## config.mk

```make
export PLATFORM = sky130hd
export DESIGN_NAME = sram_bist_master
export DESIGN_NICKNAME = d
export VERILOG_FILES = /design/src/rtl/sram_bist_master.sv
export SDC_FILE = /design/constraint.sdc
export NUM_CORES = 1
export LEC_CHECK = 0
export ABC_AREA = 1
export CAP_MARGIN = 10
export CORE_UTILIZATION = 44
export CTS_CLUSTER_DIAMETER = 40
export DETAILED_ROUTE_END_ITERATION = 8
export GPL_ROUTABILITY_DRIVEN = 1
export PLACE_DENSITY = 0.69
export SYNTH_ARGS = -nofsm -noshare
export SYNTH_HDL_FRONTEND = slang
export SYNTH_SLANG_ARGS = --single-unit
```

## constraint.sdc

```tcl
create_clock -name proc_clk -period 4.95 [get_ports proc_clk]
set_clock_uncertainty 0.05 [all_clocks]
set_input_delay 0.495 -clock proc_clk [delete_from_list [all_inputs] [get_ports proc_clk]]
set_output_delay 0.495 -clock proc_clk [all_outputs]
set_load 0.01 [all_outputs]
```

## src/rtl/sram_bist_master.sv

```systemverilog
// Power-on SRAM march tester: writes a seeded pattern over every address, then reads it back and verifies.
// Define BIST_INV_PASS_EN to add a second write/read pass using the inverted pattern.
module sram_bist_master #(
  parameter int ADDR_WIDTH     = 8,
  parameter int DATA_WIDTH     = 16,
  parameter int TIMEOUT_CYCLES = 64
) (
  input  logic                  proc_clk,
  input  logic                  rst,
  input  logic                  start_i,
  input  logic [DATA_WIDTH-1:0] seed_i,
  output logic                  busy_o,
  output logic                  done_o,
  output logic                  pass_o,
  output logic                  timeout_o,
  output logic [ADDR_WIDTH:0]   err_count_o,
  output logic [ADDR_WIDTH-1:0] fail_addr_o,
  output logic [DATA_WIDTH-1:0] fail_data_o,
  output logic                  req_o,
  output logic                  wr_en_o,
  output logic [ADDR_WIDTH-1:0] addr_o,
  output logic [DATA_WIDTH-1:0] wdata_o,
  input  logic                  ack_i,
  input  logic [DATA_WIDTH-1:0] rdata_i
);

  localparam int CW = $clog2(TIMEOUT_CYCLES + 1);

  typedef enum logic [2:0] {IDLE, WR_REQ, WR_REL, RD_REQ, RD_REL, DONE} state_t;

  state_t                state_reg, state_next;
  logic [ADDR_WIDTH-1:0] addr_reg;
  logic [DATA_WIDTH-1:0] seed_reg;
  logic                  inv_reg;
  logic [CW-1:0]         phase_cnt_reg;
  logic [ADDR_WIDTH:0]   err_count_reg;
  logic [ADDR_WIDTH-1:0] fail_addr_reg;
  logic [DATA_WIDTH-1:0] fail_data_reg;
  logic                  pass_reg;
  logic                  timeout_reg;

  logic [DATA_WIDTH-1:0] base_pattern, pattern;
  logic last_addr, phase_expired, start_accept, mismatch, timeout_hit, more_passes;
  logic in_req, in_rel;

  assign base_pattern  = seed_reg ^ DATA_WIDTH'(addr_reg);
  assign pattern       = inv_reg ? ~base_pattern : base_pattern;
  assign last_addr     = &addr_reg;
  assign phase_expired = (phase_cnt_reg == CW'(TIMEOUT_CYCLES - 1));
  assign start_accept  = start_i && (state_reg == IDLE || state_reg == DONE);
  assign in_req        = (state_reg == WR_REQ) || (state_reg == RD_REQ);
  assign in_rel        = (state_reg == WR_REL) || (state_reg == RD_REL);
  assign mismatch      = (state_reg == RD_REQ) && ack_i && (rdata_i != pattern);
  // A phase times out when the awaited ack edge has not arrived within the budget.
  assign timeout_hit   = phase_expired && ((in_req && !ack_i) || (in_rel && ack_i));

`ifdef BIST_INV_PASS_EN
  assign more_passes = !inv_reg;
`else
  assign more_passes = 1'b0;
`endif

  always_ff @(posedge proc_clk or posedge rst) begin
    if (rst) state_reg <= IDLE;
    else     state_reg <= state_next;
  end

  always_comb begin
    state_next = state_reg;
    case (state_reg)
      IDLE, DONE: if (start_i) state_next = WR_REQ;
      WR_REQ: begin
        if (ack_i)              state_next = WR_REL;
        else if (phase_expired) state_next = DONE;
      end
      WR_REL: begin
        if (!ack_i)             state_next = last_addr ? RD_REQ : WR_REQ;
        else if (phase_expired) state_next = DONE;
      end
      RD_REQ: begin
        if (ack_i)              state_next = RD_REL;
        else if (phase_expired) state_next = DONE;
      end
      RD_REL: begin
        if (!ack_i)             state_next = last_addr ? (more_passes ? WR_REQ : DONE) : RD_REQ;
        else if (phase_expired) state_next = DONE;
      end
      default: state_next = IDLE;
    endcase
  end

  always_comb begin
    busy_o  = (state_reg != IDLE) && (state_reg != DONE);
    done_o  = (state_reg == DONE);
    req_o   = in_req;
    wr_en_o = (state_reg == WR_REQ);
    addr_o  = addr_reg;
    wdata_o = (state_reg == WR_REQ) ? pattern : '0;
  end

  always_ff @(posedge proc_clk or posedge rst) begin
    if (rst) begin
      addr_reg      <= '0;
      seed_reg      <= '0;
      inv_reg       <= 1'b0;
      phase_cnt_reg <= '0;
      err_count_reg <= '0;
      fail_addr_reg <= '0;
      fail_data_reg <= '0;
      pass_reg      <= 1'b0;
      timeout_reg   <= 1'b0;
    end else begin
      if (state_next != state_reg || !(in_req || in_rel)) phase_cnt_reg <= '0;
      else                                                 phase_cnt_reg <= phase_cnt_reg + CW'(1);

      if (start_accept) begin
        seed_reg      <= seed_i;
        addr_reg      <= '0;
        inv_reg       <= 1'b0;
        err_count_reg <= '0;
        fail_addr_reg <= '0;
        fail_data_reg <= '0;
        pass_reg      <= 1'b0;
        timeout_reg   <= 1'b0;
      end else begin
        // Incrementing past all-ones wraps to 0, which is exactly the pass boundary.
        if (in_rel && !ack_i) begin
          addr_reg <= addr_reg + 1'b1;
          if (state_reg == RD_REL && last_addr && more_passes) inv_reg <= 1'b1;
        end
        if (mismatch) begin
          if (err_count_reg == '0) begin
            fail_addr_reg <= addr_reg;
            fail_data_reg <= rdata_i;
          end
          if (!(&err_count_reg)) err_count_reg <= err_count_reg + 1'b1;
        end
        if (timeout_hit) timeout_reg <= 1'b1;
        if (state_next == DONE && state_reg != DONE)
          pass_reg <= (err_count_reg == '0) && !timeout_hit;
      end
    end
  end

  assign pass_o      = pass_reg;
  assign timeout_o   = timeout_reg;
  assign err_count_o = err_count_reg;
  assign fail_addr_o = fail_addr_reg;
  assign fail_data_o = fail_data_reg;

endmodule

```

==> flow_summary.toml, run 1 <==
[global_routing]
grt_pass1_wl_um = 16210
gr-total-overflow = 0
grt_pass1_vias = 3415
track_usage_pct = 23.48
grt_max_degree = 45
antenna_found_initial = 0

[timing]
min_period_ns = 2.756
rsz0062_at_grt = "false"
finalSetupTns_ns = 0
slew_headroom_pct = 24.95
finalWorstSetupSlack_ns = 2.194
final_hold_viol_count = 0
setup_viol = 0
drv_slew = 0
tightest_slew_ns = 1.125
fmaxAchievable_ghz = 0.3629
finalCritPeriodShare_pct = 55.67

[cells_and_area]
final_area_mm2 = 0.005071
area_delta_synth_final_pct = 34.25
drive_gt1_share_pct = 5.968
n_antenna_cell = 0
nNetsFinal = 656

[routing]
drt-total-wl_um = 9913
wl_per_cell_um = 13.67
drtAntennaViolNets = 0
routed_via_density = 5.034
first_iter_violations = 198
first_pass_iters = 4
drc_errors = 0
vias = 3650

[logic_synthesis]
syn_area_per_cell_um2 = 7.278
yosys_warnings = 0
yosysUniqueCellTypes = 26
postSynthCellCount = 519
ys_ff_latch = 69
synthesis.area_mm2 = 0.003777
ys.flop_type = "dfrtp_1"
synthTopCellsByArea = "dfrtp_1 46%, nand2_1 18%, nand3_1 8.1%, inv_1 6.4%, nor2_1 4.0%"
synth_edf_count = 0
synth_common_cells = "178 x nand2_1, 69 x dfrtp_1, 64 x inv_1"
yosysSeqAreaShare_pct = 45.71
synth.most_common_cell = "nand2_1"
syn_nets = 560
async_flop_share_pct = 100.0
yosys.area.top_type = "dfrtp_1"
yosysTopAreaCellShare_pct = 45.71

[clock_tree]
cts.sinks = 69
cts_made_buffers = 9
cts_tree = "built"
clock-root-buffer = "clkbuf_8"
cts_hold_buf = 0
htree_levels = 3
post_cts_resized = 0
clk_latency_ns = 0.34
clockBufferDepth = 2
post_cts_buffers = 0
path_clk_slew_ns = 0.07

[critical_path]
path_max_fanout = 19
path_buf_inv = 2
cp-end-kind = "output pin"
crit_chain = "inv_2 > nand3_2 > a21oi_1 > clkdlybuf4s50_1"
crit_type = "flop to output pin"
critPathRequiredTime_ns = 4.41
crit_path_top_delay_cell = "clkdlybuf4s50_1"
cp.arrival_ns = 2.21
slowest_delay_ns = 0.60
cp_top_family = "buffers and inverters"
cp-start-kind = "flop"

[die]
fp.coreArea_mm2 = 0.008258
dieHeight_um = 94.66
ios = 99
dieArea_mm2 = 0.008960
die_w_um = 94.66
rows = 33
start_util_pct = 45.74

[power]
ir_worst_vdd_mv = 0.3526
power_density_mw_per_mm2 = 494.5
total_power_mw = 2.508
p_leak_nw = 2.534

[placed_design]
port_buffers = 98
dp_hpwl_um = 7261
gp_congestion = 0.8672
place_area_mm2 = 0.004823
post-place-ws_ns = 2.173

[run]
cap_violations = 0

[worst_hold_path]
min_path_type = "flop to flop"

[status]
status = "completed"
## layout make-up
cell class                      instances  area, um^2
Clock inverter                          6       110.1
Multi-Input combinational cell        368        1722
Inverter                               68       255.2
Clock buffer                           10       137.6
Sequential cell                        69        1727
Timing Repair Buffer                   99       988.4
Fill cell                             777        3187
Tap cell                              105       131.4
## per-layer routing
layer	global-route usage, %	vias up	wire length (um)
met5	0	-	0
met2	37.29	86	4732
met4	5.934	0	133
li1	-	1820	-
met1	33.23	1733	4620
met3	3.945	11	426
## cells in the final DEF (no fill, tap or decap), types with 3 or more instances in the layout
cell type | Yosys | routed
nand2_1 | 178 | 178
clkdlybuf4s50_1 | 0 | 98
dfrtp_1 | 69 | 69
inv_1 | 64 | 63
nand3_1 | 61 | 61
nor2_1 | 40 | 40
o21ai_0 | 23 | 23
nor3_1 | 14 | 14
a21oi_1 | 10 | 10
clkbuf_8 | 0 | 10
xor2_1 | 8 | 8
inv_2 | 4 | 5
nand3_2 | 5 | 5
nand4_1 | 5 | 5
nand2_2 | 5 | 5
ha_1 | 5 | 5
nand3b_1 | 3 | 3
xnor2_1 | 3 | 3
bufinv_16 | 0 | 3
## logic make-up (layout without fill, tap and decap cells)
logic type	Yosys count	after routing	share of synthesized area (%)
and+or+nand+nor	314	314	35.94
buffers and inverters	82	183	8.711
DFF	69	69	45.71
AOI/OAI and AO/OA	38	38	5.433
xor gates and xnor gates	11	11	2.551
adders and majority gates	5	5	1.656
## worst register-to-register path, stage by stage (launching register included)
cell,delay (ns)
dfrtp_1,0.44
inv_2,0.13
nand2_2,0.09
o21ai_2,0.18
nand2_4,0.30
inv_1,0.95
nor2_1,0.15
nand2_1,0.11
nand2_1,0.05
## where the power goes
group | leakage [nW] | internal [mW] | switching, mW
Clock | 0.119 | 0.348 | 0.219
Combinational | 1.49 | 0.449 | 0.681
Sequential | 0.928 | 0.703 | 0.110
Total | 2.53 | 1.50 | 1.01
## through the flow
| stage | hold WS [ns] | util [%] | cells |
|---|---|---|---|
| 2_1_floorplan | 0.3929 | - | 519 |
| 3_3_place_gp | 0.4063 | 58.41 | 709 |
| 3_5_place_dp | 0.4144 | 58.41 | 709 |
| 4_1_cts | 0.4251 | 61.41 | 725 |
| 5_1_grt | 0.4563 | 61.41 | 725 |
| 6_report | 0.4199 | 61.41 | 725 |
## final timing paths
kind                             startpoint          endpoint  slack [ns]  depth (start not counted)
max reg2reg                    state_reg[0]    err_count_o[5]        2.42                          8
min                        phase_cnt_reg[0]  phase_cnt_reg[0]        0.42                          1
min in group asynchronous               rst  phase_cnt_reg[2]        0.60                          2
min reg2reg                phase_cnt_reg[0]  phase_cnt_reg[0]        0.42                          1
max                            state_reg[2]        wdata_o[7]        2.19                          4
max in group asynchronous               rst       seed_reg[8]        3.32                          3
Power figures use the tool's default switching activity.
==> run 2: changes to the inputs <==
==> constraint.sdc (replaced) <==
create_clock -name proc_clk -period 2.7 [get_ports proc_clk]
set_clock_uncertainty 0.05 [all_clocks]
set_input_delay 0.27 -clock proc_clk [delete_from_list [all_inputs] [get_ports proc_clk]]
set_output_delay 0.27 -clock proc_clk [all_outputs]
set_load 0.01 [all_outputs]
==> flow_summary.toml, run 2 (synthesized netlist as in run 1, its figures left out) <==
[timing]
finalSetupTns_ns = 0
fmaxAchievable_ghz = 0.4060
tightest_slew_ns = 0.4405
min_period_ns = 2.463
slew_headroom_pct = 70.60
setup_viol = 0
rsz0062_at_grt = "false"
finalCritPeriodShare_pct = 91.22
drv_slew = 0
finalWorstSetupSlack_ns = 0.2370
final_hold_viol_count = 0

[clock_tree]
clockBufferDepth = 2
path_clk_slew_ns = 0.08
post_cts_resized = 0
cts_made_buffers = 9
clock-root-buffer = "clkbuf_8"
post_cts_buffers = 0
clk_latency_ns = 0.35
cts_hold_buf = 0
htree_levels = 3
cts_tree = "built"
cts.sinks = 69

[cells_and_area]
nNetsFinal = 663
fillCellCount = 783
final_common_cell = "nand2_1"
area_delta_synth_final_pct = 35.21
final_area_mm2 = 0.005107
seq_area_mm2 = 0.001727
drive_gt1_share_pct = 7.018
final_cell_mix = "178 x nand2_1, 98 x clkdlybuf4s50_1, 69 x dfrtp_1"
multi_input_area_mm2 = 0.001722
n_antenna_cell = 0

[power]
power_frac_seq_pct = 33.2
combPwrFrac_pct = 47.5
power_density_mw_per_mm2 = 878.3
p_sw_share_pct = 41.97
ir_worst_vdd_mv = 0.6097
power_frac_clock_pct = 19.4
intPower_mw = 2.603
p_leak_nw = 2.559
switchingPower_mw = 1.883

[placed_design]
post-place-ws_ns = 0.5593
place_area_mm2 = 0.004901
gp_congestion = 0.8653
dp_hpwl_um = 7751
port_buffers = 98

[critical_path]
crit_path_top_delay_cell = "clkdlybuf4s50_1"
cp-end-kind = "output pin"
slowest_delay_ns = 0.57
cp.arrival_ns = 2.14
crit_chain = "inv_2 > nand3_2 > nor2_1 > clkdlybuf4s50_1"
cp-start-kind = "flop"
critPathRequiredTime_ns = 2.38
crit_type = "flop to output pin"
path_max_fanout = 19

[routing]
routed_via_density = 5.015
first_iter_violations = 233
first_pass_iters = 5
vias = 3671
drt-total-wl_um = 10240
drtAntennaViolNets = 0
wl_per_cell_um = 13.98
drc_errors = 0

[global_routing]
antenna_found_initial = 0
busiest_layer = "met2"
grt_max_degree = 70
track_usage_pct = 24.50
grt_pass1_vias = 3518
globalRouteMet2Util_pct = 39.99
grtUsageMet3_pct = 6.039
grt_pass1_wl_um = 16750
use_met1_pct = 32.84
gr-total-overflow = 0

[worst_hold_path]
min_path_type = "input port to async pin"

[die]
start_util_pct = 45.74
ios = 99
die_w_um = 94.66
dieArea_mm2 = 0.008960
rows = 33
fp.coreArea_mm2 = 0.008258
dieHeight_um = 94.66

[status]
status = "completed"

[run]
cap_violations = 0
==> run 2: stage by stage <==
step | util, % | hold WS, ns | power (mW) | std cells
after floorplan | - | 0.3369 | 2.744 | 519
after global placement | 59.35 | 0.4181 | 3.595 | 716
after detailed placement | 59.35 | 0.4194 | 3.647 | 716
after CTS | 61.85 | 0.2750 | 4.533 | 732
after global routing | 61.85 | 0.2934 | 4.833 | 732
final | 61.85 | 0.2356 | 4.486 | 732
==> run 2: worst max-delay path: cells and delay by family (launching register included) <==
| kind | cells | cell delay, ns |
|---|---|---|
| simple gates | 2 | 0.66 |
| buf+inv | 2 | 0.69 |
| flops | 1 | 0.44 |
==> run 2: path summary, 6_finish.rpt <==
| check | cells past startpoint | slack (ns) | to | from |
|---|---|---|---|---|
| max in group asynchronous | 3 | 2.03 | seed_reg[11] | rst |
| setup reg to reg | 10 | 0.62 | err_count_o[5] | state_reg[0] |
| hold reg to reg | 1 | 0.42 | phase_cnt_reg[0] | phase_cnt_reg[0] |
| min in group proc_clk | 1 | 0.42 | phase_cnt_reg[0] | phase_cnt_reg[0] |
| hold / removal | 3 | 0.24 | seed_reg[8] | rst |
| setup / recovery | 4 | 0.24 | wdata_o[5] | state_reg[2] |
==> run 2: final cells by class <==
cell class,count,share of cell area (%)
Sequential cell,69,33.81
Inverter,68,4.998
Multi-Input combinational cell,368,33.71
Timing Repair Buffer,106,20.87
Clock inverter,6,1.347
Tap cell,105,2.572
Clock buffer,10,2.695
==> run 2: routing by layer <==
layer	share of wire, %	up-vias
li1	-	1835
met1	45	1727
met2	49	99
met3	4.6	10
met4	1.1	0
met5	0	-
==> run 2: power by group through the flow <==
stage	sequential, mW	combinational [mW]	clock, mW
after global routing	1.52	2.37	0.937
after floorplan	1.51	1.23	0
after global placement	1.49	2.10	0
after CTS	1.49	2.16	0.892
final	1.49	2.13	0.869
after detailed placement	1.51	2.14	0
==> run 3: changes to the inputs <==
--- a/config.mk
+++ b/config.mk
@@ -7,11 +7,13 @@
 export LEC_CHECK = 0
 export ABC_AREA = 1
 export CAP_MARGIN = 10
+export CORE_ASPECT_RATIO = 0.8
 export CORE_UTILIZATION = 44
 export CTS_CLUSTER_DIAMETER = 40
 export DETAILED_ROUTE_END_ITERATION = 8
 export GPL_ROUTABILITY_DRIVEN = 1
 export PLACE_DENSITY = 0.69
+export SLEW_MARGIN = 5
 export SYNTH_ARGS = -nofsm -noshare
 export SYNTH_HDL_FRONTEND = slang
 export SYNTH_SLANG_ARGS = --single-unit
==> flow_summary.toml, run 3 (synthesized netlist as in run 1, its figures left out) <==
[critical_path]
rrSetupSlack_ns = 0.64
r2r.worst_path.cells = 10
rr_endpoint = "pass_o"
cp-start-kind = "flop"
crit_type = "flop to output pin"
r2r_start = "state_reg[0]"
critPathRequiredTime_ns = 2.38
crit_chain = "inv_1 > nand3_2 > buf_4 > nor2_1 > clkdlybuf4s50_1"
slowest_delay_ns = 0.58
cp.arrival_ns = 2.07
crit_path_top_delay_cell = "clkdlybuf4s50_1"
path_max_fanout = 14
cp-end-kind = "output pin"

[timing]
tightest_slew_ns = 0.6230
final_hold_viol_count = 0
slew_headroom_pct = 58.41
fmaxAchievable_ghz = 0.4189
finalCritPeriodShare_pct = 88.41
setup_viol = 0
rsz0062_at_grt = "false"
finalSetupTns_ns = 0
min_period_ns = 2.387
drv_slew = 0

[power]
ir_worst_vdd_mv = 0.5341
power_frac_clock_pct = 20.8
intPower_mw = 2.695
power_frac_seq_pct = 32.3
power_density_mw_per_mm2 = 900.3
switchingPower_mw = 1.907
p_leak_nw = 2.566
combPwrFrac_pct = 46.9
p_sw_share_pct = 41.44

[clock_tree]
cts.sinks = 69
post_cts_resized = 0
cts_hold_buf = 0
path_clk_slew_ns = 0.08
clockBufferDepth = 2
clock-root-buffer = "clkbuf_8"
htree_levels = 3
cts_made_buffers = 9
clk_latency_ns = 0.36
post_cts_buffers = 0
cts_tree = "built"

[cells_and_area]
nNetsFinal = 663
drive_gt1_share_pct = 6.869
utilization_pct = 62.90
final_cell_mix = "178 x nand2_1, 98 x clkdlybuf4s50_1, 69 x dfrtp_1"
fillCellCount = 764
final_common_cell = "nand2_1"
area_delta_synth_final_pct = 35.34
n_antenna_cell = 0

[run]
cap_violations = 0

[routing]
drt-total-wl_um = 10210
vias = 3657
first_pass_iters = 5
wl_per_cell_um = 13.92
first_iter_violations = 213
drtAntennaViolNets = 0
routed_via_density = 4.982
drc_errors = 0

[die]
dieArea_mm2 = 0.008962
ios = 99
fp.coreArea_mm2 = 0.008128
start_util_pct = 46.47
die_w_um = 105.6
rows = 29
dieHeight_um = 84.88

[worst_hold_path]
min_path_type = "input port to async pin"

[global_routing]
grt_pass1_wl_um = 16920
antenna_found_initial = 0
gr-total-overflow = 0
grt_pass1_vias = 3468
track_usage_pct = 24.17
grt_max_degree = 44

[status]
status = "completed"

[placed_design]
port_buffers = 98
dp_hpwl_um = 7341
gp_congestion = 0.8636
## run 3: cell count changes in the layout (fill, tap and decap cells not counted), sizes merged
cell and change:
clkinv -1, clkinvlp -1, bufinv +1
## run 3: critical path, delay by kind of cell, from the launching register on
kind / cells / cell delay [ns]
buf+inv: 3 / 1.00
flops: 1 / 0.41
simple gates: 2 / 0.31
## run 3: per-layer routing
layer | wire length [um] | vias up | GRT usage, %
li1 | - | 1838 | -
met1 | 4848 | 1689 | 34.07
met2 | 4597 | 117 | 37.26
met3 | 606 | 13 | 5.760
met4 | 161 | 0 | 7.323
met5 | 0 | - | 0
## run 3: worst max-delay path by stage
stage | start | end | slack, ns | depth (start not counted)
2_1_floorplan | rst | addr_o[0] | 0.64 | 1
3_3_place_gp | rdata_i[9] | err_count_o[2] | 0.58 | 12
3_5_place_dp | rdata_i[15] | err_count_o[6] | 0.59 | 12
4_1_cts | state_reg[2] | wdata_o[5] | 0.30 | 5
5_1_grt | state_reg[1] | wdata_o[5] | 0.18 | 5
6_report | state_reg[1] | wdata_o[5] | 0.31 | 5
## run 3: area by class of cell
type                    count  area [um^2]  area share (%)
flip-flops and latches     69         1727           33.77
multi-input cells         368         1722           33.68
repair buffers            106         1054           20.61
inverters                  68        255.2           4.993
clock buffers              10        137.6           2.692
well taps                 108        135.1           2.643
clock inverters             5        82.58           1.615
## run 3: per-stage QoR
step / hold WS, ns / std cells / total power [mW] / worst slack, ns / instance area, um^2
6_report: 0.2542 / 734 / 4.603 / 0.3130 / 5112
5_1_grt: 0.3102 / 734 / 4.962 / 0.1784 / 5112
4_1_cts: 0.2695 / 734 / 4.632 / 0.3025 / 5112
3_5_place_dp: 0.4191 / 719 / 3.655 / 0.5879 / 4892
3_3_place_gp: 0.4122 / 719 / 3.602 / 0.5794 / 4892
2_1_floorplan: 0.3369 / 519 / 2.744 / 0.6401 / 3777
## run 3: power by group through the flow
stage | sequential [mW] | combinational, mW | clock (mW)
after detailed placement | 1.51 | 2.15 | 0
after global placement | 1.49 | 2.11 | 0
after floorplan | 1.51 | 1.23 | 0
after CTS | 1.48 | 2.17 | 0.978
final | 1.49 | 2.16 | 0.959
after global routing | 1.52 | 2.43 | 1.01
